### src/rtl/fusion_mac_pipe.sv
// rtl/fusion_mac_pipe.sv - multi-precision packed dot-product MAC with burst accumulation
module fusion_mac_pipe #(
    parameter int CH    = 4,
    parameter int IN_W  = 8,
    parameter int ACC_W = 32
) (
    input  logic                clk,
    input  logic                rst_n,
    input  logic [1:0]          cfg_prec,
    input  logic                cfg_s_in,
    input  logic                cfg_s_wgt,
    input  logic                in_valid,
    output logic                in_ready,
    input  logic                in_last,
    input  logic [CH*IN_W-1:0]  in_act,
    input  logic [CH*IN_W-1:0]  in_wgt,
    input  logic [CH*ACC_W-1:0] psum_in,
    output logic                out_valid,
    input  logic                out_ready,
    output logic [CH*ACC_W-1:0] out_psum,
    output logic [CH-1:0]       out_sat
);
    localparam int DOT_W = 2*IN_W + 2;

    // Elements are widened to DOT_W so each product and the running sum stay exact.
    function automatic logic [DOT_W-1:0] dot_fn(input logic [IN_W-1:0] a, input logic [IN_W-1:0] w,
                                                input logic [1:0] prec, input logic sa, input logic sw);
        logic [DOT_W-1:0] acc, ea, ew;
        acc = '0;
        case (prec)
            2'b01: for (int k = 0; k < IN_W/4; k++) begin
                ea  = {{(DOT_W-4){sa & a[k*4+3]}}, a[k*4 +: 4]};
                ew  = {{(DOT_W-4){sw & w[k*4+3]}}, w[k*4 +: 4]};
                acc = acc + ea * ew;
            end
            2'b10: for (int k = 0; k < IN_W/2; k++) begin
                ea  = {{(DOT_W-2){sa & a[k*2+1]}}, a[k*2 +: 2]};
                ew  = {{(DOT_W-2){sw & w[k*2+1]}}, w[k*2 +: 2]};
                acc = acc + ea * ew;
            end
            default: for (int k = 0; k < IN_W/8; k++) begin
                ea  = {{(DOT_W-8){sa & a[k*8+7]}}, a[k*8 +: 8]};
                ew  = {{(DOT_W-8){sw & w[k*8+7]}}, w[k*8 +: 8]};
                acc = acc + ea * ew;
            end
        endcase
        return acc;
    endfunction

    // Returns {clamped, value}; overflow shows as disagreement of the top two sum bits.
    function automatic logic [ACC_W:0] sat_add(input logic [ACC_W-1:0] base, input logic [DOT_W-1:0] dot);
        logic [ACC_W:0] sum;
        sum = {base[ACC_W-1], base} + {{(ACC_W+1-DOT_W){dot[DOT_W-1]}}, dot};
        if (sum[ACC_W] != sum[ACC_W-1])
            return {1'b1, sum[ACC_W], {(ACC_W-1){~sum[ACC_W]}}};
        return {1'b0, sum[ACC_W-1:0]};
    endfunction

    logic             first_q, s1_valid_q, s1_last_q, s1_first_q, out_valid_q;
    logic [1:0]       prec_q;
    logic             s_in_q, s_wgt_q;
    logic [DOT_W-1:0] s1_dot_q   [CH];
    logic [ACC_W-1:0] s1_seed_q  [CH];
    logic [ACC_W-1:0] acc_q      [CH];
    logic [ACC_W-1:0] out_psum_q [CH];
    logic [CH-1:0]    sat_q, out_sat_q;

    logic [1:0]       prec_eff;
    logic             s_in_eff, s_wgt_eff, s2_block, accept, s2_fire;
    logic [DOT_W-1:0] dot_d [CH];
    logic [ACC_W-1:0] acc_d [CH];
    logic [CH-1:0]    sat_d;

    // Burst configuration comes straight from the ports on the first beat, then from the latch.
    assign prec_eff  = first_q ? cfg_prec  : prec_q;
    assign s_in_eff  = first_q ? cfg_s_in  : s_in_q;
    assign s_wgt_eff = first_q ? cfg_s_wgt : s_wgt_q;

    assign s2_block  = s1_valid_q && s1_last_q && out_valid_q && !out_ready;
    assign in_ready  = !s2_block;
    assign accept    = in_valid && in_ready;
    assign s2_fire   = s1_valid_q && !s2_block;
    assign out_valid = out_valid_q;
    assign out_sat   = out_sat_q;

    always_comb begin
        sat_d    = '0;
        out_psum = '0;
        for (int c = 0; c < CH; c++) begin
            logic [ACC_W:0] r;
            dot_d[c] = dot_fn(in_act[c*IN_W +: IN_W], in_wgt[c*IN_W +: IN_W], prec_eff, s_in_eff, s_wgt_eff);
            r        = sat_add(s1_first_q ? s1_seed_q[c] : acc_q[c], s1_dot_q[c]);
            acc_d[c] = r[ACC_W-1:0];
            sat_d[c] = (!s1_first_q && sat_q[c]) || r[ACC_W];
            out_psum[c*ACC_W +: ACC_W] = out_psum_q[c];
        end
    end

    always_ff @(posedge clk or negedge rst_n) begin
        if (!rst_n) begin
            first_q     <= 1'b1;
            s1_valid_q  <= 1'b0;
            s1_last_q   <= 1'b0;
            s1_first_q  <= 1'b0;
            out_valid_q <= 1'b0;
            prec_q      <= 2'b00;
            s_in_q      <= 1'b0;
            s_wgt_q     <= 1'b0;
            sat_q       <= '0;
            out_sat_q   <= '0;
            for (int c = 0; c < CH; c++) begin
                s1_dot_q[c]   <= '0;
                s1_seed_q[c]  <= '0;
                acc_q[c]      <= '0;
                out_psum_q[c] <= '0;
            end
        end else begin
            if (accept) first_q <= in_last;
            if (accept && first_q) begin
                prec_q  <= cfg_prec;
                s_in_q  <= cfg_s_in;
                s_wgt_q <= cfg_s_wgt;
            end
            if (!s2_block) begin
                s1_valid_q <= accept;
                if (accept) begin
                    s1_last_q  <= in_last;
                    s1_first_q <= first_q;
                    for (int c = 0; c < CH; c++) begin
                        s1_dot_q[c]  <= dot_d[c];
                        s1_seed_q[c] <= psum_in[c*ACC_W +: ACC_W];
                    end
                end
            end
            if (s2_fire) begin
                sat_q <= sat_d;
                for (int c = 0; c < CH; c++) acc_q[c] <= acc_d[c];
            end
            // A new result overrides a same-edge consume so out_valid never bubbles.
            if (s2_fire && s1_last_q) begin
                out_valid_q <= 1'b1;
                out_sat_q   <= sat_d;
                for (int c = 0; c < CH; c++) out_psum_q[c] <= acc_d[c];
            end else if (out_ready) begin
                out_valid_q <= 1'b0;
            end
        end
    end
endmodule

### config.mk
export PLATFORM = sky130hd
export DESIGN_NAME = fusion_mac_pipe
export DESIGN_NICKNAME = d
export VERILOG_FILES = /design/src/rtl/fusion_mac_pipe.sv
export SDC_FILE = /design/constraint.sdc
export NUM_CORES = 2
export LEC_CHECK = 0
export ABC_CLOCK_PERIOD_IN_PS = 20400
export BUFFER_PORTS_ARGS = -buffer_cell sky130_fd_sc_hd__buf_2
export CAP_MARGIN = 20
export CELL_PAD_IN_SITES_DETAIL_PLACEMENT = 1
export CELL_PAD_IN_SITES_GLOBAL_PLACEMENT = 2
export CORE_MARGIN = 4
export CORE_UTILIZATION = 35
export DETAILED_ROUTE_END_ITERATION = 10
export PLACE_DENSITY = 0.73
export SLEW_MARGIN = 20
export SYNTH_ARGS = -nofsm -noshare
export SYNTH_HDL_FRONTEND = slang
export SYNTH_SLANG_ARGS = --single-unit
### constraint.sdc
create_clock -name clk -period 20.4 [get_ports clk]
set_clock_uncertainty 0.05 [all_clocks]
set_input_delay 4.08 -clock clk [delete_from_list [all_inputs] [get_ports clk]]
set_output_delay 4.08 -clock clk [all_outputs]
set_load 0.01 [all_outputs]
==> run metrics <==
Met1 Wirelength 83400 um; most frequent cells in the layout inv_1 (1015), nand2_1 (913), fa_1 (636), ha_1 (484), dfrtp_1 (471); placed cells 7962; post-layout net count around 7300; Synth Area in Simple Gates approximately an eighth; Design Area, Final 58400 sq um; Placed Area 56600 sq um; Slew @ Worst Pin approximately 1100 ps; Compound-Gate Fraction of Synth Area 11.8%; top_reg_cell synth dfrtp_1; Pre-Repair DR Iteration Count 5; Yosys top cell area share 24.0%; final-report max-slew violation count 0; Crit. Startpoint cfg_s_in; status finished, final reports clean; crit-path max FO 33; Final Cycle Share 49.8%; count of input and output buffers around 330; Avg WL per Cell 21.0 um; Seq/Total Area, Yosys 22.3%; Final setup viols 0; later-pin clock latency in the skew report 640 ps; Yosys top cell by area fa_1; Post-CTS Setup Bufs 0; Worst slew margin approximately 29%; Post-Synth XOR/XNOR Area 4.43%; Worst path top cell family by delay adder cells; initial antenna violation count 17; Resized Gates After CTS 0; DR top layer met4; Setup TNS 0 ps; Area Growth Syn to Fin 10.1%; pin count of the biggest net entering global routing 135; FMAX 98.5 MHz; layout cells sized above 1 12.4%; first-pass GRT wire length approximately 270000 um; Unique masters post-synth 89; Async SR Flop Fraction 100%; DRC viols 0; Root Buffer clkbuf_16; clk sinks around 470; via count 40018; CP required 20820 ps; Gate Count Post-Synth a little under 6000; Yosys Warn Count 0; syn nets 7140; Mapped Area 53000 sq um; element type at the critical path start input pin; post-synthesis mux area share about 4.8%; crit path kind input pin to register; maxcap violations 0; DIE AREA 158000 sq um; Critical path buffers and inverters 8; Initial Util 35.3%; hold path startpoint out_psum[2]; synthesized area per cell 9.11 sq um; final core occ about two fifths; grt total ovfl 0; routed vias/inst 4.96; synth top area cells fa_1 (24%), dfrtp_1 (22%), ha_1 (11%); Crit. End Element register; # IOs 335; fin crit period 10150 ps; final hold vios 0; largest family of logic cells by synthesized area adder cells; Arr. time, crit path 10570 ps; dpl hpwl 137000 um; Die Y 397 um; Inserted Clock Buffers 52; launch point of the worst reg-to-reg path first_q; met2 WL 77000 um; RSZ-0062 raised after global routing false; slowest CP cell buf_4; max incr delay on CP 500 ps; Hold WC Path Type register to register; clock transition at the registers of the reported paths 60 ps; met3 WL post-DR approximately 5700 um; CTS tree done; GRT Overall Usage 21.6%; final WL 169000 um; Yosys reg bits 473; core area roughly 150000 sq um; Synth Area in Adders 35.5%; commonest non-fill, non-tap cell in the layout inv_1; GP Congestion 0.886; chip width 397 um; Layout Cells excl Fill roughly 8100; CTS max path bufs 3; row count 142; number of synthesized flops with an enable pin 0; vias in the first global route 44122; Post-CTS Hold Buffers 0; Antenna Violating Nets Remaining 0; Initial DRC Count 1889; Max H-tree Level 2
## layer usage
layer	track usage, %	up-vias
li1	-	18919
met1	32.0	20359
met2	34.9	611
met3	1.83	129
met4	3.63	0
met5	0	-
## state kept, by name, indices dropped and copies added, names as in the netlist, 2 cells and up
name	count
acc_q	128
out_psum	128
out_sat	4
prec_q	2
s1_dot_q	72
s1_seed_q	128
sat_q	4
## worst reg2reg max path, stage by stage, from the launching register on
cell      delay [ps]
dfstp_2          740
mux2_2           260
buf_4            420
buf_4            530
nand3_1          360
inv_1            280
fa_1             450
inv_1             90
fa_1             380
inv_1             80
fa_1             410
inv_1             90
fa_1             410
inv_1             80
fa_1             420
ha_1             330
nor2b_1          160
o21ai_0          200
a21boi_0         160
o21ai_0          260
a21oi_1          130
or3_1            370
a31oi_1          200
nor2_2           120
a21oi_1          180
o21ai_0           90
## per-stage QoR
stage | setup slack, ps | hold WS (ps)
5_1_grt | 9800 | 446
4_1_cts | 10340 | 426
3_5_place_dp | 9660 | 410
3_3_place_gp | 9870 | 406
6_report | 10250 | 422
2_1_floorplan | 10520 | 390
## cell type report
class	instances	area (sq um)
fillers	17505	91800
multi-input cells	4094	36500
flip-flops and latches	473	11800
inverters	1016	3810
well taps	2016	2520
repair buffers	363	1910
clock buffers	75	1530
clock inverters	23	245
diodes	2	5.00
## synth_stat cells (18+ instances only)
library cell     n
a211oi_1        25
a21boi_0        37
a21o_1          90
a21oi_1        215
a31oi_1         33
and2_1         132
and3_1          28
clkbuf_1       204
dfrtp_1        472
fa_1           636
ha_1           486
inv_1         1015
mux2_2         208
mux2i_1         18
nand2_1        915
nand2b_1        19
nand3_1         47
nor2_1         186
nor2b_1         36
nor3_1          28
o21a_1          32
o21ai_0        343
o21ai_1         35
o21bai_1        19
o31ai_1         19
or2_2           30
xnor2_1        219
xor2_1          49
## kinds of logic after synthesis
| kind of cell | count (synthesis) |
|---|---|
| xor gates and xnor gates | 268 |
| muxes | 227 |
| AOI/OAI and AO/OA | 997 |
| adders and majority gates | 1123 |
| and+or+nand+nor | 1479 |
| buffers and inverters | 1250 |
| DFF | 473 |
## final timing paths
check	end	slack [ps]	cells past startpoint
max	s1_dot_q[35]	10250	26
max in group asynchronous	out_psum[74]	14340	3
min in group asynchronous	out_psum[52]	3450	1
min reg2reg	out_psum[2]	420	2
max reg2reg	s1_dot_q[35]	13000	25
min	out_psum[2]	420	2
Power is left out: the tool's default activity adds up to more than one toggle a clock period on the data nets, which glitch-free logic cannot reach.
